===== config.mk =====
export PLATFORM = sky130hd
export DESIGN_NAME = fifo_wptr_full_flat
export DESIGN_NICKNAME = d
export VERILOG_FILES = /design/src/rtl/fifo_wptr_full_if.sv /design/src/rtl/fifo_wptr_full.sv /design/src/flat_wrapper.sv
export SDC_FILE = /design/constraint.sdc
export NUM_CORES = 1
export LEC_CHECK = 0
export ABC_AREA = 1
export BUFFER_PORTS_ARGS = -buffer_cell sky130_fd_sc_hd__buf_2
export CORE_MARGIN = 8
export CORE_UTILIZATION = 51
export DETAILED_ROUTE_END_ITERATION = 8
export GPL_ROUTABILITY_DRIVEN = 0
export PLACE_DENSITY = 0.87
export SETUP_SLACK_MARGIN = 0.5
export SLEW_MARGIN = 20
export SYNTH_ARGS = -nofsm -noshare
export SYNTH_HDL_FRONTEND = slang
export SYNTH_SLANG_ARGS = --single-unit

===== constraint.sdc =====
create_clock -name clk -period 2.2 [get_ports clk]
set_input_delay 0.22 -clock clk [delete_from_list [all_inputs] [get_ports clk]]
set_output_delay 0.22 -clock clk [all_outputs]
set_load 0.01 [all_outputs]

===== src/rtl/fifo_wptr_full_if.sv =====
// Write-side bundle of the async FIFO pointer stage.
//   winc        producer write request
//   rptr        Gray read pointer from the read domain (asynchronous to clk)
//   waddr       write address to fifomem
//   wen         write enable to fifomem (winc & ~full)
//   wptr        registered Gray write pointer to the read domain
//   full        registered full flag
//   wcount      registered fill level seen from the write domain
//   almost_full registered, wcount >= AFULL_LEVEL
//   overflow    sticky write-while-full error
// slave is the pointer stage, master is the producer / surrounding logic.
interface fifo_wptr_full_if #(
  parameter int unsigned ADDRSIZE = 3
);
  logic                winc;
  logic [ADDRSIZE:0]   rptr;
  logic [ADDRSIZE-1:0] waddr;
  logic                wen;
  logic [ADDRSIZE:0]   wptr;
  logic                full;
  logic [ADDRSIZE:0]   wcount;
  logic                almost_full;
  logic                overflow;

  modport master (
    output winc, rptr,
    input  waddr, wen, wptr, full, wcount, almost_full, overflow
  );

  modport slave (
    input  winc, rptr,
    output waddr, wen, wptr, full, wcount, almost_full, overflow
  );
endinterface


===== src/rtl/fifo_wptr_full.sv =====
// Write-side pointer and full-flag stage of the async FIFO.
// Keeps the binary/Gray write pointer, synchronises the read Gray pointer with
// two flops and derives full, fill count, almost-full and overflow.
// Ports:
//   clk  write-domain clock
//   rst  synchronous active-high reset
//   bus  fifo_wptr_full_if.slave (winc, rptr in; waddr, wen, wptr, full,
//        wcount, almost_full, overflow out)
// Build option: define FIFO_OVERFLOW_EN to get the sticky overflow flag;
// otherwise overflow is tied low.
module fifo_wptr_full #(
  parameter int unsigned ADDRSIZE    = 3,
  parameter int unsigned AFULL_LEVEL = 6
) (
  input logic                clk,
  input logic                rst,
  fifo_wptr_full_if.slave    bus
);
  localparam int unsigned PW = ADDRSIZE + 1;
  localparam logic [PW-1:0] AFullLvl = PW'(AFULL_LEVEL);

  logic [PW-1:0] wbin_q, wptr_q, wcount_q;
  logic [PW-1:0] wq1_q, wq2_q;
  logic          full_q, afull_q;

  logic          wen;
  logic [PW-1:0] wbin_d, wgray_d, rbin_s, count_d;
  logic          full_d, afull_d;

  assign wen = bus.winc & ~full_q;

  always_comb begin
    wbin_d  = wbin_q + {{ADDRSIZE{1'b0}}, wen};
    wgray_d = wbin_d ^ (wbin_d >> 1);
    // Gray to binary: each bit is the XOR of all Gray bits at or above it.
    rbin_s  = '0;
    for (int i = 0; i < int'(PW); i++) begin
      rbin_s[i] = ^(wq2_q >> i);
    end
    count_d = wbin_d - rbin_s;
    afull_d = (count_d >= AFullLvl);
    // Full when write pointer is exactly one lap ahead of the synced read pointer.
    full_d  = (wgray_d == {~wq2_q[ADDRSIZE:ADDRSIZE-1], wq2_q[ADDRSIZE-2:0]});
  end

  always_ff @(posedge clk) begin
    if (rst) begin
      wbin_q   <= '0;
      wptr_q   <= '0;
      wcount_q <= '0;
      wq1_q    <= '0;
      wq2_q    <= '0;
      full_q   <= 1'b0;
      afull_q  <= 1'b0;
    end else begin
      wbin_q   <= wbin_d;
      wptr_q   <= wgray_d;
      wcount_q <= count_d;
      wq1_q    <= bus.rptr;
      wq2_q    <= wq1_q;
      full_q   <= full_d;
      afull_q  <= afull_d;
    end
  end

`ifdef FIFO_OVERFLOW_EN
  logic overflow_q, overflow_d;

  assign overflow_d = overflow_q | (bus.winc & full_q);

  always_ff @(posedge clk) begin
    if (rst) begin
      overflow_q <= 1'b0;
    end else begin
      overflow_q <= overflow_d;
    end
  end

  assign bus.overflow = overflow_q;
`else
  assign bus.overflow = 1'b0;
`endif

  assign bus.waddr       = wbin_q[ADDRSIZE-1:0];
  assign bus.wen         = wen;
  assign bus.wptr        = wptr_q;
  assign bus.full        = full_q;
  assign bus.wcount      = wcount_q;
  assign bus.almost_full = afull_q;
endmodule


===== src/flat_wrapper.sv =====
// flat-port wrapper written by rule: the top's interface ports become plain ports
module fifo_wptr_full_flat 
#(
  parameter int unsigned ADDRSIZE    = 3,
  parameter int unsigned AFULL_LEVEL = 6
)
  (clk, rst, bus_winc, bus_rptr, bus_waddr, bus_wen, bus_wptr, bus_full, bus_wcount, bus_almost_full, bus_overflow);
  fifo_wptr_full_if #(.ADDRSIZE(ADDRSIZE)) bus_i ();
  input logic clk;
  input logic rst;
  input wire logic [$bits(bus_i.winc)-1:0] bus_winc;
  input wire logic [$bits(bus_i.rptr)-1:0] bus_rptr;
  output wire logic [$bits(bus_i.waddr)-1:0] bus_waddr;
  output wire logic [$bits(bus_i.wen)-1:0] bus_wen;
  output wire logic [$bits(bus_i.wptr)-1:0] bus_wptr;
  output wire logic [$bits(bus_i.full)-1:0] bus_full;
  output wire logic [$bits(bus_i.wcount)-1:0] bus_wcount;
  output wire logic [$bits(bus_i.almost_full)-1:0] bus_almost_full;
  output wire logic [$bits(bus_i.overflow)-1:0] bus_overflow;
  assign bus_i.winc = bus_winc;
  assign bus_i.rptr = bus_rptr;
  assign bus_waddr = bus_i.waddr;
  assign bus_wen = bus_i.wen;
  assign bus_wptr = bus_i.wptr;
  assign bus_full = bus_i.full;
  assign bus_wcount = bus_i.wcount;
  assign bus_almost_full = bus_i.almost_full;
  assign bus_overflow = bus_i.overflow;
  fifo_wptr_full #(.ADDRSIZE(ADDRSIZE), .AFULL_LEVEL(AFULL_LEVEL)) u_core (.clk(clk), .rst(rst), .bus(bus_i));
endmodule

[After elaboration in Yosys (flattened, before gate mapping)]
Index checks and enable logic that the tools add are counted.
Word-level totals
  register bits: 22
  bits in latches: 0
  memory bits (writable): 0
  ROM bits: 0
  input port bits: 7
  output and inout port bits: 15
  logic and storage cells: 19
  memories kept: 0
Operators by class
  add/sub/neg operators: 2
  $mul: 0
  div/mod/pow operators: 0
  order comparisons: 1
  eq/ne operators: 1
  shift operators: 0
  muxes and demuxes: 0
  bitwise logic cells: 4
  reduce and logical (&&, ||, !) cells: 4
Operator list (count)
  4-bit XOR reduction: 4
  4-bit by 1-bit adder with 4-bit output: 1
  4-bit == test: 1
  4-bit by 3-bit greater-or-equal comparator with 1-bit output (second input constant): 1
  4-bit subtractor: 1
  4-bit by 3-bit XOR with 4-bit output: 1
  2-bit NOT: 1
  1-bit AND: 1
  1-bit NOT: 1

[Logic depth before layout (Yosys ltp)]
  depth after elaboration: 5
  gate-level depth with buffers: 15
  gate-level depth less buffers: 15

[Least setup slack after synthesis]
Ideal clock, no wire load.
  path kind: register to register
  from: reg u_core.full_q, in the netlist u_core.bus.full
  to: reg u_core.afull_q, in the netlist u_core.bus.almost_full
  library setup time: 0.115 ns
  arrival time: 2.006 ns
  required time: 2.085 ns
  slack: 0.079 ns
  cell stages (with the launch flop): 13
  path buffers: 0
  period minus slack after synthesis: 2.121 ns
  cell sequence: dfxtp_1 nor2_1 ha_1 ha_1 nand2_1 nand2_2 inv_2 ha_1 a21oi_1 nor2b_1 nand3_1 nand3_1 nand2_1
On the way
  longest elaborated chain between the ends: 5
Ends and longest elaborated chain
  start: declaration: line fifo_wptr_full.sv:24  | logic full_q, afull_q;
  start signal: assignment: line fifo_wptr_full.sv:61  | full_q <= full_d;
  1-bit NOT: line fifo_wptr_full.sv:30  | assign wen = bus.winc & ~full_q;
  1-bit AND: line fifo_wptr_full.sv:30
  via bus_wen: line flat_wrapper.sv:14  | output wire logic [$bits(bus_i.wen)-1:0] bus_wen;
  4-bit by 1-bit adder with 4-bit output: line fifo_wptr_full.sv:33  | wbin_d = wbin_q + {{ADDRSIZE{1'b0}}, wen};
  via u_core.wbin_d[2]: line fifo_wptr_full.sv:27  | logic [PW-1:0] wbin_d, wgray_d, rbin_s, count_d;
  4-bit subtractor: line fifo_wptr_full.sv:40  | count_d = wbin_d - rbin_s;
  4-bit by 3-bit greater-or-equal comparator with 1-bit output: line fifo_wptr_full.sv:41  | afull_d = (count_d >= AFullLvl);
  end signal: assignment: line fifo_wptr_full.sv:62  | afull_q <= afull_d;
  end: declaration: line fifo_wptr_full.sv:24
The timed path passes the listed nets, and every way through them passes these cells.
A chain may end at the register's enable or synchronous reset.

[Worst setup path in the final report]
  from: reg u_core.wq2_q[2]
  to: reg u_core.afull_q, in the netlist u_core.bus.almost_full
On the way
  longest elaborated chain between the ends: 3
  elaborated cells on any way between the ends: 5
  those cells by class: 1 x add/sub; 1 x order compare; 3 x reduce/logical
Ends and longest elaborated chain
  start: declaration: line fifo_wptr_full.sv:23  | logic [PW-1:0] wq1_q, wq2_q;
  start signal: assignment: line fifo_wptr_full.sv:60  | wq2_q <= wq1_q;
  4-bit XOR reduction: line fifo_wptr_full.sv:38  | rbin_s[i] = ^(wq2_q >> i);
  4-bit subtractor (*): line fifo_wptr_full.sv:40
  4-bit by 3-bit greater-or-equal comparator with 1-bit output (*): line fifo_wptr_full.sv:41
Mark *: on every way between the ends. The rest lies on a longest branch, timed or not.

==> metrics <==
Area Overhead vs Synth=43.3%; Initial DRC Count=18; gr ovfl total=0; PD cells=663 nW/µm²; drt total wl=2410 µm; most frequent cell after synthesis=nor2_1; Worst Hold End=u_core.wq1_q[1]; Main synth FF type=dfxtp_1; fmax=approximately 550 MHz; clock-pin slew on the worst setup and hold paths=~0.11 ns; max incr delay on CP=0.38 ns; Max Slew Vio Count=0; Commonest cells post-synth=22 x nor2_1, 21 x dfxtp_1, 21 x inv_1; H-Tree Depth=1; Final HPWL DP=1440 µm; status=finished, final reports clean; Finished Cell Area=about 1400 µm²; critical path required time=~2.5 ns; R2R cell count=8; share of post-route cells with drive strength above 1=0.468; # DRC=0; syn_nets=137; pin count of the biggest net entering global routing=20; Startpoint Class=register; placed cell areas=1130 µm²; CP most frequent cell=nand2_1; starting density of the core=0.543; crit path kind=reg2reg; PnR worst setup slack=about 0.38 ns; CP max FO=3; Synth top area share=0.443; die height=59.1 µm; CTS tree=built; worst reg2reg endpoint=u_core.bus.almost_full; share of the yosys chip area belonging to registers=0.443; reg2reg start=u_core.wq2_q[2]; Netlist cell types=22; Worst Hold Slack=around 0.11 ns; Final Hold Fails=0; clock period minus worst slack=between 1.5 and 2 ns; final-report setup violation count=0; CP cell instances=xnor2_4, xnor2_2, ha_4, fa_2, or2_4, a21oi_2, nand2_1, nand2_1; initial antenna violation count=0; max cap viols=0; CP endpoint kind=register; Hold Path Origin=bus_rptr[1]; maximum buffer depth of the clock tree=2; Vias/cell=slightly below 5; maximum VDD drop=between 500 and 600 µV; CP delay by family, top=adder cells; site row count=15; DIE AREA=between 3000 and 4000 µm²; die span in x=59.1 µm; syn_area_per_cell=7.65 µm²; router iterations before antenna repair=5; Antenna Cells=0; via count=between 800 and 900; Port Buffers=20; Root Buffer=clkbuf_4; vias in the first global route=850; nets=about 170; CP max stage cell=dfxtp_4; CP Buf/Inv Count=0; skew final=~0.0038 ns; Hold Path Class=in2reg; Sink Count=21; dpl ws=~0.24 ns; Seq cells post-synth=21; largest cells by area after synthesis=dfxtp_1 44%, nor2_1 8.7%, inv_1 8.3%; Core ar.=between 1500 and 2000 µm²; Sum Neg Setup Slack=0 ns; first-pass GRT wire length=3440 µm; number of synthesis warnings=0; number of synthesized flops with an enable pin=0; Skew-Pair Late Insertion Delay=around 0.3 ns; DR WL/cell=roughly 13 µm; io pins=22; Mapped Area=948 µm²; Cells on Worst Hold Path=3; Post-synth ARST share=0; Final ANT Viol Nets=0; Pleak=a little under 0.7 nW; Post-Synthesis Cells=about 120; reg-to-reg slack, setup=slightly below 0.4 ns; CTS Buf Count=3; worst path arrival time=about 2.1 ns; unrepaired setup endpoints after global routing=yes; Total Routing Usage GR=0.129; Synth area leader=dfxtp_1; Final period util=0.825
-- layer usage --
metal	up-vias	part of all wire	GRT usage
li1	433	-	-
met1	405	0.39	0.118
met2	34	0.50	0.251
met3	13	0.061	0.0325
met4	0	0.043	0.0683
met5	-	0	0
-- state kept, by name, summed over array words and instances, names as in the netlist --
signal,flops
u_core.wbin_q,3
u_core.bus.almost_full,1
u_core.bus.wptr,4
u_core.bus.full,1
u_core.wq2_q,4
u_core.bus.wcount,4
u_core.wq1_q,4
-- layout by cell type (no fill, tap or decap), types with 2 or more instances in the layout --
cell type and instances:
nor2_1 20, buf_2 20, inv_1 18, nand2_1 17, dfxtp_1 16, buf_4 13, nand2_2 9, nand3_1 7
ha_4 4, dfxtp_4 4, nand3_2 3, clkbuf_4 3, xor2_2 2, inv_2 2, inv_4 2, nand4_1 2
-- final cells by class --
type	instances	area (µm²)
tap	25	31.3
multi-input combinational	78	579
sequential	21	437
fill	128	387
clock buffer	4	26.3
timing repair buffer	33	198
inverter	22	87.6
-- cell families after synthesis --
group,synth area share
buffers and inverters,0.104
AND/OR/NAND/NOR,0.301
flip-flops,0.443
AO/OA/AOI/OAI,0.0158
XOR/XNOR,0.0449
other,0.00395
adder cells (fa/ha/maj),0.0871
-- worst min-delay path, stage by stage --
cell and delay, ns:
buf_2 0.09, inv_1 0.04, nor2_1 0.03
-- power breakdown --
part | total, mW | internal [mW] | switching (mW)
combinational | 0.292 | 0.137 | 0.155
sequential | 0.428 | 0.413 | 0.0153
clock | 0.182 | 0.0708 | 0.111
-- worst max path at each step --
stage,start,to,cells past startpoint
finish,u_core.wq2_q[2],u_core.bus.almost_full,8
global route,u_core.wq2_q[2],u_core.bus.almost_full,8
CTS,u_core.bus.full,u_core.bus.almost_full,9
detailed placement,bus_winc,u_core.bus.almost_full,15
global placement,bus_winc,u_core.bus.almost_full,11
floorplan,u_core.bus.full,u_core.bus.almost_full,13
-- stage by stage --
stage	instances	util	power, mW
6_report	183	0.778	0.902
5_1_grt	183	0.778	0.940
4_1_cts	178	0.732	0.861
3_5_place_dp	166	0.647	0.650
3_3_place_gp	166	0.647	0.643
2_1_floorplan	124	-	0.592
-- repair_timing --
| item | CTS | global route |
|---|---|---|
| hold buffers | 0 | 0 |
| cloned | 0 | 0 |
| resized for setup | 16 | 10 |
| setup endpoints to repair | 4 | 4 |
| pin swaps | 9 | 1 |
| setup buffers | 8 | 5 |
Note: power is estimated with default switching activity, not from simulation.
